`src/rtl/mdu_sequencer_if.sv`:
```
// Handshake/data bundle between a requester (master) and the mdu_sequencer (slave).
interface mdu_sequencer_if #(
   parameter int WIDTH = 32
);
   logic             start;
   logic [2:0]       func3;
   logic [WIDTH-1:0] operand_a;
   logic [WIDTH-1:0] operand_b;
   logic             busy;
   logic             done;
   logic [WIDTH-1:0] result;

   modport master (
      output start, func3, operand_a, operand_b,
      input  busy, done, result
   );

   modport slave (
      input  start, func3, operand_a, operand_b,
      output busy, done, result
   );
endinterface

```
`src/rtl/mdu_sequencer.sv`:
```
// Iterative multiply/divide sequencer: shift-add multiply, restoring divide, one bit per cycle.
// Defining MDU_EARLY_OUT_EN lets zero-multiply, divide-by-zero and signed overflow skip the loop.
module mdu_sequencer #(
   parameter int WIDTH = 32
) (
   input logic            clk,
   input logic            reset,
   mdu_sequencer_if.slave bus
);
   typedef enum logic [1:0] {IDLE, MUL, DIV, FINISH} state_t;

   localparam int            CW   = (WIDTH > 1) ? $clog2(WIDTH) : 1;
   localparam logic [CW-1:0] LAST = CW'(WIDTH - 1);

   state_t             state;
   logic [CW-1:0]      cnt;
   logic [2:0]         op;
   logic               neg_a;
   logic               neg_b;
   logic               div_zero;
   logic [WIDTH-1:0]   mag_a;
   logic [WIDTH-1:0]   mag_b;
   logic [2*WIDTH-1:0] acc;
   logic               busy;
   logic               done;
   logic [WIDTH-1:0]   result;

   logic               a_signed;
   logic               b_signed;
   logic               in_neg_a;
   logic               in_neg_b;
   logic               in_div_zero;
   logic               skip;
   logic [WIDTH-1:0]   in_mag_a;
   logic [WIDTH-1:0]   in_mag_b;
   logic [2*WIDTH-1:0] acc_init;
   logic [2*WIDTH-1:0] acc_step;
   logic [WIDTH:0]     mul_sum;
   logic [WIDTH:0]     div_shift;
   logic [WIDTH-1:0]   div_diff;
   logic [WIDTH-1:0]   fin_step;
   logic [WIDTH-1:0]   fin_hold;

   // acc holds {hi, lo} of the product, or {remainder, dividend/quotient} for divides.
   function automatic logic [WIDTH-1:0] finalize(input logic [2*WIDTH-1:0] v);
      logic [2*WIDTH-1:0] prod;
      logic [WIDTH-1:0]   quo;
      logic [WIDTH-1:0]   rem;
      prod = (neg_a ^ neg_b) ? ('0 - v) : v;
      quo  = div_zero ? '1 : ((neg_a ^ neg_b) ? ('0 - v[WIDTH-1:0]) : v[WIDTH-1:0]);
      rem  = neg_a ? ('0 - v[2*WIDTH-1:WIDTH]) : v[2*WIDTH-1:WIDTH];
      if (!op[2])
         return (op[1:0] == 2'b00) ? prod[WIDTH-1:0] : prod[2*WIDTH-1:WIDTH];
      return op[1] ? rem : quo;
   endfunction

   always_comb begin
      a_signed    = bus.func3[2] ? ~bus.func3[0] : (bus.func3[1:0] != 2'b11);
      b_signed    = bus.func3[2] ? ~bus.func3[0] : ~bus.func3[1];
      in_neg_a    = a_signed & bus.operand_a[WIDTH-1];
      in_neg_b    = b_signed & bus.operand_b[WIDTH-1];
      in_mag_a    = in_neg_a ? ('0 - bus.operand_a) : bus.operand_a;
      in_mag_b    = in_neg_b ? ('0 - bus.operand_b) : bus.operand_b;
      in_div_zero = (bus.operand_b == '0);
      acc_init    = bus.func3[2] ? {{WIDTH{1'b0}}, in_mag_a} : {{WIDTH{1'b0}}, in_mag_b};
      skip        = 1'b0;
`ifdef MDU_EARLY_OUT_EN
      // Preload acc so FINISH's normal sign correction yields the special-case result.
      if (bus.func3[2]) begin
         if (in_div_zero) begin
            skip     = 1'b1;
            acc_init = {in_mag_a, {WIDTH{1'b1}}};
         end else if (a_signed && in_neg_b && (in_mag_b == WIDTH'(1)) &&
                      (bus.operand_a == {1'b1, {(WIDTH-1){1'b0}}})) begin
            skip = 1'b1;
         end
      end else if ((bus.operand_a == '0) || (bus.operand_b == '0)) begin
         skip     = 1'b1;
         acc_init = '0;
      end
`endif
   end

   always_comb begin
      mul_sum   = {1'b0, acc[2*WIDTH-1:WIDTH]} + (acc[0] ? {1'b0, mag_a} : '0);
      div_shift = {acc[2*WIDTH-1:WIDTH], acc[WIDTH-1]};
      div_diff  = div_shift[WIDTH-1:0] - mag_b;
      if (state == MUL)
         acc_step = {mul_sum, acc[WIDTH-1:1]};
      else if (div_shift >= {1'b0, mag_b})
         acc_step = {div_diff, acc[WIDTH-2:0], 1'b1};
      else
         acc_step = {div_shift[WIDTH-1:0], acc[WIDTH-2:0], 1'b0};
      fin_step = finalize(acc_step);
      fin_hold = finalize(acc);
   end

   always_ff @(posedge clk) begin
      if (reset) begin
         state    <= IDLE;
         cnt      <= '0;
         op       <= '0;
         neg_a    <= 1'b0;
         neg_b    <= 1'b0;
         div_zero <= 1'b0;
         mag_a    <= '0;
         mag_b    <= '0;
         acc      <= '0;
         busy     <= 1'b0;
         done     <= 1'b0;
         result   <= '0;
      end else begin
         case (state)
            IDLE: begin
               if (bus.start) begin
                  op       <= bus.func3;
                  neg_a    <= in_neg_a;
                  neg_b    <= in_neg_b;
                  div_zero <= in_div_zero;
                  mag_a    <= in_mag_a;
                  mag_b    <= in_mag_b;
                  acc      <= acc_init;
                  cnt      <= '0;
                  busy     <= 1'b1;
                  state    <= skip ? FINISH : (bus.func3[2] ? DIV : MUL);
               end
            end
            MUL, DIV: begin
               acc <= acc_step;
               cnt <= cnt + 1'b1;
               // The loop's last edge lands the corrected result so done is visible throughout FINISH.
               if (cnt == LAST) begin
                  state  <= FINISH;
                  done   <= 1'b1;
                  result <= fin_step;
               end
            end
            FINISH: begin
               if (done) begin
                  done  <= 1'b0;
                  busy  <= 1'b0;
                  state <= IDLE;
               end else begin
                  done   <= 1'b1;
                  result <= fin_hold;
               end
            end
            default: state <= IDLE;
         endcase
      end
   end

   assign bus.busy   = busy;
   assign bus.done   = done;
   assign bus.result = result;
endmodule

```
`src/flat_wrapper.sv`:
```
// flat-port wrapper written by rule: the top's interface ports become plain ports
module mdu_sequencer_flat 
#(
   parameter int WIDTH = 32
)
  (clk, reset, bus_start, bus_func3, bus_operand_a, bus_operand_b, bus_busy, bus_done, bus_result);
  mdu_sequencer_if #(.WIDTH(WIDTH)) bus_i ();
  input logic clk;
  input logic reset;
  input wire logic [$bits(bus_i.start)-1:0] bus_start;
  input wire logic [$bits(bus_i.func3)-1:0] bus_func3;
  input wire logic [$bits(bus_i.operand_a)-1:0] bus_operand_a;
  input wire logic [$bits(bus_i.operand_b)-1:0] bus_operand_b;
  output wire logic [$bits(bus_i.busy)-1:0] bus_busy;
  output wire logic [$bits(bus_i.done)-1:0] bus_done;
  output wire logic [$bits(bus_i.result)-1:0] bus_result;
  assign bus_i.start = bus_start;
  assign bus_i.func3 = bus_func3;
  assign bus_i.operand_a = bus_operand_a;
  assign bus_i.operand_b = bus_operand_b;
  assign bus_busy = bus_i.busy;
  assign bus_done = bus_i.done;
  assign bus_result = bus_i.result;
  mdu_sequencer #(.WIDTH(WIDTH)) u_core (.clk(clk), .reset(reset), .bus(bus_i));
endmodule
```
`config.mk`:
```
export PLATFORM = sky130hd
export DESIGN_NAME = mdu_sequencer_flat
export DESIGN_NICKNAME = d
export VERILOG_FILES = /design/src/rtl/mdu_sequencer_if.sv /design/src/rtl/mdu_sequencer.sv /design/src/flat_wrapper.sv
export SDC_FILE = /design/constraint.sdc
export NUM_CORES = 1
export LEC_CHECK = 0
export ABC_AREA = 0
export CORE_MARGIN = 4
export CORE_UTILIZATION = 40
export DETAILED_ROUTE_END_ITERATION = 10
export GPL_TIMING_DRIVEN = 1
export PLACE_DENSITY_LB_ADDON = 0.12
export REMOVE_ABC_BUFFERS = 1
export SYNTH_ARGS = -nofsm -noshare
export SYNTH_HDL_FRONTEND = slang
export SYNTH_SLANG_ARGS = --single-unit
```
`constraint.sdc`:
```
create_clock -name clk -period 11.43 [get_ports clk]
set_clock_uncertainty 0.05 [all_clocks]
set_input_delay 1.143 -clock clk [delete_from_list [all_inputs] [get_ports clk]]
set_output_delay 1.143 -clock clk [all_outputs]
set_load 0.02 [all_outputs]
```
# Word level (Yosys, flattened, before mapping)

Cells that the tools add are included.

Bits in registers: 175
Bits of input ports: 70
Output and inout port bits: 34

Add/sub/neg operators: 11
Magnitude comparators: 1
Equal/unequal tests: 9
Multiplexer cells: 40
Bitwise gates (word level): 5
Reductions and logical operators: 13

Operators by type and width:

| operator                                                            | count |
|---|---|
| 32-bit 2-to-1 mux                                                   | 18 |
| 64-bit 2-to-1 mux                                                   | 5 |
| 1-bit by 32-bit subtractor with 32-bit output, first input constant | 6 |
| 64-bit one-hot mux with 2 select lines                              | 1 |
| 1-bit by 64-bit subtractor with 64-bit output, first input constant | 2 |
| 32-bit one-hot mux with 2 select lines                              | 1 |
| 32-bit by 33-bit adder with 33-bit output                           | 1 |
| 33-bit by 32-bit greater-or-equal comparator with 1-bit output      | 1 |
| 32-bit zero test                                                    | 1 |
| 32-bit subtractor                                                   | 1 |
| 5-bit one-hot mux with 2 select lines                               | 1 |
| 3-bit AND reduction                                                 | 3 |
| 2-bit 2-to-1 mux                                                    | 4 |
| 1-bit 2-to-1 mux                                                    | 6 |
| 2-bit != test, second input constant                                | 3 |
| 2-bit one-hot mux with 3 select lines                               | 1 |
| 2-bit AND reduction                                                 | 3 |
| 2-bit nonzero test                                                  | 3 |
| 5-bit by 1-bit adder with 5-bit output, second input constant       | 1 |
| 5-bit equality test, second input constant                          | 1 |
| 5-bit 2-to-1 mux                                                    | 1 |
| 2-bit equality test, second input constant                          | 2 |
| 2-bit zero test                                                     | 2 |
| 2-bit by 1-bit != test with 1-bit output, second input constant     | 2 |
| 6 further kinds                                                     | 9 |

# Logic depth before layout (Yosys ltp)

Depth in word-level cells: 10
Depth in mapped cells: 25
Gate-level depth less buffers: 21

# Worst setup path before layout

No wires, ideal clock.

Path type: register -> register
From: register u_core.state[1]
To: register u_core.result[14] (netlist: u_core.bus.result[14])
Library setup time: 0.122 ns
Arrival: 5.638 ns
Required time: 11.258 ns
Slack: 5.620 ns
Cell stages (with the launch flop): 26
Path buffers: 9
Period minus slack after synthesis: 5.810 ns
Cells stage by stage: dfxtp_1 > inv_1 > ha_1 > buf_4 > buf_4 > buf_2 > buf_2 > clkbuf_1 > clkbuf_1 > buf_1 > buf_2 > buf_1 > a21oi_1 > ha_1 > o211a_1 > nor4b_1 > nor3b_1 > nor2b_1 > nand2_1 > a21oi_1 > nand4_1 > nor3_2 > nor2_1 > xor2_1 > o2111a_1 > a221o_1

Cells in the longest elaborated chain, start to end: 9
Elaborated cells between the ends (all ways): 21
Those cells by class: add/sub (3); eq/ne (5); mux (10); reduce/logical (3)

Ends and longest elaborated chain:

| what                                           | line                                      | text |
|---|---|---|
| from (decl)                                    | mdu_sequencer.sv:15                       | `state_t state;` |
| from (signal assigned)                         | mdu_sequencer.sv:125                      | `state <= skip ? FINISH : (bus.func3[2] ? DIV : MUL);` |
| 2-bit by 1-bit equality test with 1-bit output | mdu_sequencer.sv:88, mdu_sequencer.sv:113 |  |
| 64-bit 2-to-1 mux                              | mdu_sequencer.sv:88                       | `if (state == MUL)` |
| 1-bit by 32-bit subtractor with 32-bit output  | mdu_sequencer.sv:50                       | `quo = div_zero ? '1 : ((neg_a ^ neg_b) ? ('0 - v[WIDTH-1:0]) : v[WIDTH-1:0]);` |
| 32-bit 2-to-1 mux (2 in a row)                 | mdu_sequencer.sv:50                       |  |
| 32-bit 2-to-1 mux (2 in a row)                 | mdu_sequencer.sv:54                       | `return op[1] ? rem : quo;` |
| 32-bit 2-to-1 mux                              | mdu_sequencer.sv:132                      | `if (cnt == LAST) begin` |
| 32-bit one-hot mux with 2 select lines         | mdu_sequencer.sv:113                      | `case (state)` |
| to (signal assigned)                           | mdu_sequencer.sv:135                      | `result <= fin_step;` |
| to (signal assigned)                           | mdu_sequencer.sv:145                      | `result <= fin_hold;` |
| to (decl)                                      | mdu_sequencer.sv:26                       | `logic [WIDTH-1:0] result;` |

Several ways; a longest one is shown, not always the timed one. The select of a mux whose other input is x is not followed.
A chain may end at the register's enable or synchronous reset.

# Final worst setup path

From: register u_core.acc[34]
To: register u_core.result[14] (netlist: u_core.bus.result[14])

Cells in the longest elaborated chain, start to end: 10
Elaborated cells between the ends (all ways): 25
Those cells by class: add/sub (7); order compare (1); mux (17)

Ends and longest elaborated chain:

| what                                                                                                  | line                 | text |
|---|---|---|
| from (decl)                                                                                           | mdu_sequencer.sv:23  | `logic [2*WIDTH-1:0] acc;` |
| from (signal assigned)                                                                                | mdu_sequencer.sv:122 | `acc <= acc_init;` |
| from (signal assigned)                                                                                | mdu_sequencer.sv:129 | `acc <= acc_step;` |
| parallel branches: the longest is 9 deep, another holds 1-bit by 64-bit subtractor with 64-bit output | -                    |  |
| 32-bit one-hot mux with 2 select lines *                                                              | mdu_sequencer.sv:113 |  |

Mark *: on every way between the ends. The select of a mux whose other input is x is not followed.

==> impl_metrics.env <==
export IMPL_cts_tree="done"
export IMPL_rrSetupSlack_ns=4.42
export IMPL_yosys_area_top_type="dfxtp_1"
export IMPL_antenna_found_initial=0
export IMPL_hold_start="u_core.bus.result[16]"
export IMPL_num_rows=80
export IMPL_fmax_mhz=143
export IMPL_grt_ovfl_total=0
export IMPL_syn_area_um2=19700
export IMPL_yosysUniqueCellTypes=105
export IMPL_hold_viol_final=0
export IMPL_dp_slack_ns=4.60
export IMPL_viasPerCell=6.29
export IMPL_critPathBufInv=2
export IMPL_insertion_delay_ns=0.52
export IMPL_critical_path_class="register to register"
export IMPL_cp_slowest_cell="dfxtp_1"
export IMPL_maxSlewViolCount=0
export IMPL_cp_data_required_time_ns=11.79
export IMPL_synth_edf_count=0
export IMPL_crit_path_max_incr_delay_ns=0.64
export IMPL_peakVddDrop_uv=158
export IMPL_synth_top_area_share_pct=17.8
export IMPL_rsz0062_at_grt="no"
export IMPL_track_usage_pct=31.1
export IMPL_syn2layout_area_growth_pct=9.90
export IMPL_worst_slack_ns=4.42
export IMPL_power_density_nw_per_um2=358
export IMPL_hold_class="register to register"
export IMPL_hpwl_um=66000
export IMPL_post_route_min_period_ns=7.01
export IMPL_setup_viol=0
export IMPL_final_util_pct=44.9
export IMPL_drt_iter0_drc=2399
export IMPL_die_x_um=230
export IMPL_start_kind="register"
export IMPL_seq_area_frac_synth_pct=17.8
export IMPL_die_y_um=230
export IMPL_place_gp_congestion=1.00
export IMPL_cp_data_arrival_time_ns=7.37
export IMPL_post_cts_resized=0
export IMPL_hold_end="u_core.bus.result[16]"
export IMPL_htreeDepth=4
export IMPL_grt_pass1_wl_um=126000
export IMPL_relSlewSlack_pct=19.6
export IMPL_finalCritPeriodShare_pct=61.4
export IMPL_end_kind="register"
export IMPL_dr_total_vias=21500
export IMPL_cellLeakagePower_nw=8.13
export IMPL_synth_seq_cells=175
export IMPL_cts_root_buf="clkbuf_16"
export IMPL_worstRegToRegCells=22
export IMPL_synthCells=2817
export IMPL_worst_slew_pin_slew_ns=1.19
export IMPL_cpLargestDelayFamily="compound AO/OA/AOI/OAI gates"
export IMPL_yosysWarnings=0
export IMPL_wl_per_cell_um=24.9
export IMPL_nNetsFinal=2899
export IMPL_reg2reg_to="u_core.bus.result[14]"
export IMPL_path_common_cell="a21oi_1"
export IMPL_ctsHoldBuffers=0
export IMPL_clock_sinks=175
export IMPL_clk_pin_slew_worst_paths_ns=0.08
export IMPL_grt_max_degree=84
export IMPL_cts_setup_buffers=0
export IMPL_core_area_um2=48100
export IMPL_firstDrtPassIters=6
export IMPL_layout_drive_gt1_share_pct=5.46
export IMPL_yosys_top_cells_area="dfxtp_1 (18%), a21oi_1 (6.8%), xnor2_1 (6.6%), nor2_1 (6.5%), nand2_1 (5.6%)"
export IMPL_cts_buffer_depth=2
export IMPL_synth_async_reset_ratio_pct=0
export IMPL_io_pins=104
export IMPL_outcome="finished, final reports clean"
export IMPL_timing_hold_ws_ns=0.405
export IMPL_drt_total_wl_um=85400
export IMPL_design_die_area_um2=52800
export IMPL_ys_flop_type="dfxtp_1"
export IMPL_r2r_start="u_core.acc[34]"
export IMPL_fillers=5080
export IMPL_initial_core_util_pct=40.8
export IMPL_cap_violations=0
export IMPL_drtAntennaViolNets=0
export IMPL_synth_common_cells="nor2_1 (339), nand2_1 (292), a21oi_1 (266), clkbuf_1 (191), dfxtp_1 (175)"
export IMPL_cp_cell_sequence="ha_1, a21o_1, a21oi_1, a211oi_1, o21a_1, o31a_2, buf_4, a21oi_1, ha_1, o211a_1, nor4b_1, buf_4, nor3b_1, nor2b_1, nand2_1, a21oi_1, nand4_1, nor3_2, nor2_1, xor2_1, o2111a_1, a221o_1"
export IMPL_io_buffers=103
export IMPL_tns_ns=0
export IMPL_cts_buffers=17
export IMPL_route_detailed_drc=0
export IMPL_grt_pass1_vias=19900
export IMPL_yosysMostFrequentCell="nor2_1"
export IMPL_syn_area_per_cell_um2=6.98
export IMPL_hold_depth=2
export IMPL_critPathMaxFanout=16
==> worst max path at each step <==
stage	startpoint	end	slack [ns]	cells after the start
floorplan	u_core.state[0]	u_core.bus.result[14]	3.39	18
global placement	u_core.acc[41]	u_core.bus.result[14]	4.79	22
detailed placement	u_core.acc[34]	u_core.bus.result[14]	4.60	22
CTS	u_core.acc[34]	u_core.bus.result[14]	4.57	22
global route	u_core.acc[34]	u_core.bus.result[14]	4.19	22
finish	u_core.acc[34]	u_core.bus.result[14]	4.42	22
==> tightest hold or removal path, delay by kind of cell, from the launching register on <==
family	cells	cell delay, ns
DFF	1	0.32
and+or+nand+nor	1	0.05
AOI/OAI and AO/OA	1	0.05
==> cell families after synthesis <==
group                    share of synthesized area [%]
buffers and inverters                             6.54
multiplexers                                      3.19
adder cells (fa/ha/maj)                           4.98
XOR/XNOR                                          11.9
flip-flops                                        17.8
AND/OR/NAND/NOR                                   23.6
AO/OA/AOI/OAI                                     32.0
==> layer usage <==
metal / track usage [%] / up-vias / routed length (µm)
li1: - / 10100 / -
met1: 44.2 / 10300 / 38800
met2: 48.1 / 989 / 37000
met3: 5.06 / 130 / 6870
met4: 10.4 / 0 / 2650
met5: 0 / - / 0
==> state kept, by name, summed over array words and instances, names as in the netlist <==
signal / count
u_core.acc: 64
u_core.bus.result: 32
u_core.mag_a: 32
u_core.mag_b: 32
u_core.cnt: 5
u_core.op: 3
u_core.state: 2
u_core.bus.busy: 1
u_core.bus.done: 1
u_core.div_zero: 1
u_core.neg_a: 1
u_core.neg_b: 1
==> area by class of cell <==
type	count	area (µm²)	area share, %
multi-input cells	2323	15000	69.2
flip-flops and latches	175	3510	16.2
repair buffers	153	1400	6.49
well taps	656	821	3.80
clock buffers	17	425	1.97
inverters	82	308	1.42
clock inverters	15	194	0.897
diodes	1	2.50	0.0116
==> power breakdown <==
part	internal (mW)	switching, mW	total (mW)
registers	0.800	0.253	1.05
logic	1.94	4.07	6.01
clock network	0.351	0.322	0.672
==> through the flow <==
| stage | power, mW | instance area (µm²) | cells |
|---|---|---|---|
| 2_1_floorplan | 4.88 | 18700 | 2580 |
| 3_3_place_gp | 6.90 | 21000 | 3389 |
| 3_5_place_dp | 6.89 | 21000 | 3389 |
| 4_1_cts | 7.59 | 21600 | 3421 |
| 5_1_grt | 8.17 | 21600 | 3421 |
| 6_report | 7.73 | 21600 | 3422 |
==> cells in the final DEF, fill, tap and decap left out, types with 10 or more instances in the layout <==
| master | synthesis | final |
|---|---|---|
| nor4_1 | 23 | 23 |
| and3_1 | 23 | 23 |
| ha_1 | 75 | 72 |
| o21bai_1 | 12 | 12 |
| clkdlybuf4s50_1 | 0 | 101 |
| or3_1 | 23 | 23 |
| clkbuf_16 | 0 | 17 |
| nor2b_1 | 12 | 12 |
| mux2i_1 | 56 | 56 |
| o31ai_1 | 33 | 33 |
| nand2_1 | 292 | 291 |
| a31oi_1 | 43 | 43 |
| o21a_1 | 26 | 26 |
| nor2_1 | 339 | 337 |
| a21oi_1 | 266 | 266 |
| a21o_1 | 22 | 22 |
| dfxtp_1 | 175 | 173 |
| xor2_1 | 119 | 118 |
| or4_1 | 16 | 16 |
| a221o_1 | 15 | 15 |
| nor3_1 | 58 | 58 |
| o21ai_1 | 15 | 14 |
| o221ai_1 | 13 | 13 |
| o41ai_1 | 13 | 13 |
| nor3b_1 | 10 | 10 |
| a211oi_1 | 96 | 96 |
| inv_1 | 80 | 80 |
| nand4_1 | 27 | 27 |
| a22oi_1 | 37 | 37 |
| and2_1 | 39 | 39 |
| or2_2 | 12 | 12 |
| o211ai_1 | 52 | 52 |
| nand3_1 | 38 | 38 |
| a221oi_1 | 27 | 27 |
| xnor2_1 | 149 | 148 |
| nand2b_1 | 18 | 18 |
| o21ai_0 | 155 | 155 |
| buf_4 | 13 | 50 |
| a211o_1 | 10 | 10 |
Power figures use the tool's default switching activity.
==> edit 1: new RTL, same flow settings <==
Encoding of `state_t`: now one-hot (4 bits for 4 states).
--- a/src/rtl/mdu_sequencer.sv
+++ b/src/rtl/mdu_sequencer.sv
@@ -7,7 +7,7 @@
    input logic            reset,
    mdu_sequencer_if.slave bus
 );
-   typedef enum logic [1:0] {IDLE, MUL, DIV, FINISH} state_t;
+   typedef enum logic [3:0] {IDLE = 4'b0001, MUL = 4'b0010, DIV = 4'b0100, FINISH = 4'b1000} state_t;
 
    localparam int            CW   = (WIDTH > 1) ? $clog2(WIDTH) : 1;
    localparam logic [CW-1:0] LAST = CW'(WIDTH - 1);
Formal check against the unedited RTL: same outputs for any inputs over 10 cycles, from zero or initial values and one cycle with reset high; not proved beyond that.
==> edit 1 against the unedited design <==
First-iteration DRC count increased by 3.8%. Sequential cell count up 2. Wire length up 1.5%. Worst setup slack gained 0.38 ns. Area after synthesis down 0.67%. Final area shrank 0.43%. Critical endpoint is now u_core.bus.result[28]$_SDFFE_PP0P_.
Power is not compared: it rests on default switching activity, and its combinational part moved more than twofold at a synthesized area within 25%.
==> edit 1: results (changes against the unedited design) <==
hold worst-path end - u_core.bus.result[0]$_SDFFE_PP0P_
detailed route wirelength on metal2 - 38190 µm (+3.2%)
number of unique standard cell types used by synthesis - 102 (-2.9%)
delay of the slowest critical-path stage - 0.60 ns (-0.04 ns)
RR Startpoint - u_core.acc[51]$_SDFFE_PP0P_
min setup slack post-route - 4.794 ns (+0.3771 ns)
Inst Count DP - 3332 (-1.7%)
average size of a mapped cell - 7.009 µm² (+0.40%)
result of the run - finished clean
global-route wire length before repair - 130100 µm (+3.1%)
dpl ws - 4.952 ns (+0.3504 ns)
maximum number of pins on one net before global-route repair - 81 (-3.6%)
via count of the first global-routing pass - 20230 (+1.7%)
routability cong. - 1.007 (+0.39%)
sequential area share after synthesis - 18.14% (+0.32 points)
post-layout net count - 2880 (-0.66%)
area post-placement - 20910 µm² (-0.41%)
slew margin rel. - 21.21% (+1.6 points)
Iter 0 DRT Violations - 2489 (+3.8%)
R2R Path End - u_core.bus.result[28]$_SDFFE_PP0P_
area of the multi-input gates - 14850 µm² (-0.73%)
dominant cells by area after synthesis - sky130_fd_sc_hd__dfxtp_1 18%, sky130_fd_sc_hd__nor2_1 7.0%, sky130_fd_sc_hd__a211oi_1 6.6%
global-route usage over all layers - 32.09% (+0.96 points)
worst hold slack after final layout - 0.4012 ns (-0.004207 ns)
Peak supply drop - 0.0001278 V
proportion of layout cells with a drive suffix above 1 - 5.750% (+0.29 points)
leading post-synthesis cells by instance count - 366 x sky130_fd_sc_hd__nor2_1, 232 x sky130_fd_sc_hd__nand2_1, 216 x sky130_fd_sc_hd__a21oi_1, 189 x sky130_fd_sc_hd__clkbuf_1, 177 x sky130_fd_sc_hd__dfxtp_1
worst-case reg-to-reg path depth - 18 (-18%)
data arrival time of the critical path - 6.97 ns (-0.40 ns)
Avg Vias per Cell - 6.449 (+2.5%)
vias after detailed routing - 21700 (+0.79%)
met3 WL - 7755 µm (+13%)
launch point of the worst hold path - u_core.bus.result[0]$_SDFFE_PP0P_
highest net fanout along the worst path - 26 (+10)
edit 1: kinds of logic (layout without fill, tap and decap cells):
| kind of cell | count (synthesis) | after routing | share of synthesized area (%) |
|---|---|---|---|
| mux | 51 | 51 | 2.703 |
| simple gates | 978 | 978 | 23.70 |
| compound gates | 927 | 927 | 32.25 |
| other cells | 0 | 2 | 0 |
| xor+xnor | 272 | 272 | 12.19 |
| flops | 177 | 177 | 18.14 |
| buf+inv | 308 | 269 | 6.200 |
| fa+ha+maj | 74 | 74 | 4.816 |
edit 1: how the worst max path moves through the flow:
stage                     cells after the start                                  to
after CTS                                    17  u_core.bus.result[30]$_SDFFE_PP0P_
after detailed placement                     17  u_core.bus.result[30]$_SDFFE_PP0P_
final                                        18  u_core.bus.result[28]$_SDFFE_PP0P_
after global placement                       17  u_core.bus.result[30]$_SDFFE_PP0P_
after floorplan                              13   u_core.bus.result[2]$_SDFFE_PP0P_
after global routing                         17  u_core.bus.result[30]$_SDFFE_PP0P_
edit 1: cell type report:
| class | instances | share of cell area [%] |
|---|---|---|
| timing repair buffer | 159 | 6.727 |
| inverter | 79 | 1.378 |
| clock inverter | 14 | 0.8489 |
| clock buffer | 17 | 1.977 |
| tap | 615 | 3.576 |
| sequential | 177 | 16.48 |
| multi-input combinational | 2302 | 68.99 |
| antenna | 2 | 0.02326 |
edit 1: layer usage:
metal	vias up	GRT usage [%]
li1	10140	-
met1	10400	44.79
met2	1026	50.14
met3	137	6.635
met4	0	9.129
met5	-	0
edit 1: critical path: cells and delay by family (launching register included):
family          cells  cell delay [ns]
flops               1             0.60
compound gates      9             2.89
fa+ha+maj           2             0.70
xor+xnor            1             0.11
simple gates        6             2.12
edit 1: power groups by stage:
stage	Clock (mW)	Sequential, mW	Combinational [mW]
finish	0.658	0.743	1.39
CTS	0.670	0.740	1.35
detailed placement	0	0.754	1.35
global route	0.688	0.751	1.49
floorplan	0	0.742	0.891
global placement	0	0.753	1.34
==> edit 2: new RTL, config.mk and constraints unchanged <==
Made on the original files. `WIDTH` is set to 32 in 3 places; all go to 16.
--- a/src/rtl/mdu_sequencer_if.sv
+++ b/src/rtl/mdu_sequencer_if.sv
@@ -1,6 +1,6 @@
 // Handshake/data bundle between a requester (master) and the mdu_sequencer (slave).
 interface mdu_sequencer_if #(
-   parameter int WIDTH = 32
+   parameter int WIDTH = 16
 );
    logic             start;
    logic [2:0]       func3;
--- a/src/rtl/mdu_sequencer.sv
+++ b/src/rtl/mdu_sequencer.sv
@@ -1,7 +1,7 @@
 // Iterative multiply/divide sequencer: shift-add multiply, restoring divide, one bit per cycle.
 // Defining MDU_EARLY_OUT_EN lets zero-multiply, divide-by-zero and signed overflow skip the loop.
 module mdu_sequencer #(
-   parameter int WIDTH = 32
+   parameter int WIDTH = 16
 ) (
    input logic            clk,
    input logic            reset,
--- a/src/flat_wrapper.sv
+++ b/src/flat_wrapper.sv
@@ -1,7 +1,7 @@
 // flat-port wrapper written by rule: the top's interface ports become plain ports
 module mdu_sequencer_flat 
 #(
-   parameter int WIDTH = 32
+   parameter int WIDTH = 16
 )
   (clk, reset, bus_start, bus_func3, bus_operand_a, bus_operand_b, bus_busy, bus_done, bus_result);
   mdu_sequencer_if #(.WIDTH(WIDTH)) bus_i ();
Ports: changed (resized bus_operand_a, bus_operand_b and bus_result); port bits go from 104 to 56. No check against the original RTL was run, so the function may have changed too.
==> edit 2 against the unedited design <==
Maximum frequency up 20%. Count of clock-buffer cells in the layout down 8. Worst setup slack better by 1.2 ns. Sequential cell count down 81. Critical path type unchanged. Sequential share of layout area up 0.76 points. Final area down 49%. Area after synthesis down 49%. First-iteration DRC count down 48%. Wire length down 55%.
Power is left out: the tool's default activity adds up to more than one toggle a clock period on the data nets, which glitch-free logic cannot reach.
==> edit 2: results (changes against the unedited design) <==
antenna violations before repair - 0 (unchanged)
via count of the first global-routing pass - 9774 (-51%)
clock-pin transition on the worst setup and hold timing paths - 0.08 ns (about the same)
number of I/O port buffers - 55 (-47%)
result of the run - finished clean
detailed-route wire length - 38260 µm (-55%)
kind of cell adding the most delay to the critical path - compound AO/OA/AOI/OAI gates
leading post-synthesis cells by instance count - 173 x sky130_fd_sc_hd__nor2_1, 152 x sky130_fd_sc_hd__nand2_1, 118 x sky130_fd_sc_hd__a21oi_1, 94 x sky130_fd_sc_hd__dfxtp_1, 87 x sky130_fd_sc_hd__clkbuf_1
routability cong. - 0.9843 (-1.9%)
Critical-path top delay cell - sky130_fd_sc_hd__o211ai_1
number of unique standard cell types used by synthesis - 88 (-16%)
global-route wire length before repair - 59290 µm (-53%)
post-layout net count - 1486 (-49%)
number of buffers added for setup after CTS - 0 (unchanged)
worst-case reg-to-reg path depth - 17 (-23%)
Critical Path Sink Type - flip-flop
Num CTS Buffers - 9 (-8)
origin of the worst setup path - u_core.acc[21]$_SDFFE_PP0P_
Root Buffer - sky130_fd_sc_hd__clkbuf_16
max FFs per register - 32 (-50%)
Hold Crit Depth - 2 (unchanged)
worst setup slack for register-to-register paths - 5.61 ns (+1.19 ns)
data arrival time of the critical path - 6.05 ns (-1.32 ns)
estimated wirelength of the detail-placed design - 29420 µm (-55%)
Antenna diodes - 0 (-1)
Biggest register - u_core.acc
Synthesis Warnings - 0 (unchanged)
dominant cells by area after synthesis - sky130_fd_sc_hd__dfxtp_1 19%, sky130_fd_sc_hd__nor2_1 6.5%, sky130_fd_sc_hd__xnor2_1 6.1%
launch point of the worst hold path - u_core.op[1]$_SDFFE_PP0P_
htree depth - 3 (-1)
maximum number of pins on one net before global-route repair - 61 (-27%)
R2R Path End - u_core.bus.result[12]$_SDFFE_PP0P_
Post-CTS Resized - 0 (unchanged)
highest net fanout along the worst path - 11 (-5)
# fillers - 2549 (-50%)
maximum buffer depth of the clock tree - 2 (unchanged)
global-route usage over all layers - 26.86% (-4.3 points)
sequential area share after synthesis - 18.80% (+0.99 points)
vias after detailed routing - 10690 (-50%)
first drt pass iteration count - 6 (unchanged)
worst slew pin tran - 1.022 ns (-0.1704 ns)
latest clock arrival within the worst-skew pair - 0.37 ns (-0.15 ns)
aggregate global routing overflow - 0 (unchanged)
delay of the slowest critical-path stage - 0.85 ns (+0.21 ns)
class of the worst hold path - flip-flop to flip-flop
async set or reset register ratio after synthesis - 0% (unchanged)
Iter 0 DRT Violations - 1245 (-48%)
most used flip-flop cell after synthesis - sky130_fd_sc_hd__dfxtp_1
hold worst-path end - u_core.op[1]$_SDFFE_PP0P_
proportion of layout cells with a drive suffix above 1 - 5.749% (+0.29 points)
[edit 2: cell count changes in the layout (fill, tap and decap cells not counted), moves of 79 or more]
cell / unedited run / this run
sky130_fd_sc_hd__dfxtp_1: 173 / 94
sky130_fd_sc_hd__xnor2_1: 148 / 69
sky130_fd_sc_hd__o21ai_0: 155 / 72
sky130_fd_sc_hd__nor2_1: 337 / 172
sky130_fd_sc_hd__a21oi_1: 266 / 117
sky130_fd_sc_hd__nand2_1: 291 / 152
[edit 2: cell type report]
cell class / count / area, µm² / share of cell area (%)
sequential: 94 / 1882 / 16.98
tap: 324 / 405.4 / 3.658
multi-input combinational: 1167 / 7572 / 68.32
clock buffer: 9 / 225.2 / 2.032
inverter: 52 / 195.2 / 1.761
timing repair buffer: 80 / 735.7 / 6.638
clock inverter: 7 / 67.56 / 0.6096
[edit 2: per-layer routing]
metal	global-route usage, %	up-vias	share of wire [%]
met1	38.73	5009	46
met3	4.213	63	8.0
li1	-	5153	-
met2	41.19	468	43
met5	0	-	0
met4	8.214	0	3.0
[edit 2: logic make-up after synthesis]
logic type	after synthesis	share of synthesized area [%]
flip-flops	94	18.80
buffers and inverters	151	5.788
XOR/XNOR	115	10.06
AND/OR/NAND/NOR	514	23.99
AO/OA/AOI/OAI	457	31.74
multiplexers	37	3.963
adder cells (fa/ha/maj)	44	5.651
[edit 2: stage by stage]
stage / std cells / worst slack (ns) / cell area (µm²) / hold WS, ns / util, %
floorplan: 1313 / 6.281 / 9624 / 0.3757 / -
global placement: 1717 / 5.901 / 10790 / 0.3962 / 44.11
detailed placement: 1717 / 5.746 / 10790 / 0.4082 / 44.11
CTS: 1733 / 5.711 / 11080 / 0.4186 / 45.31
global route: 1733 / 5.200 / 11080 / 0.4472 / 45.31
finish: 1733 / 5.609 / 11080 / 0.4170 / 45.31
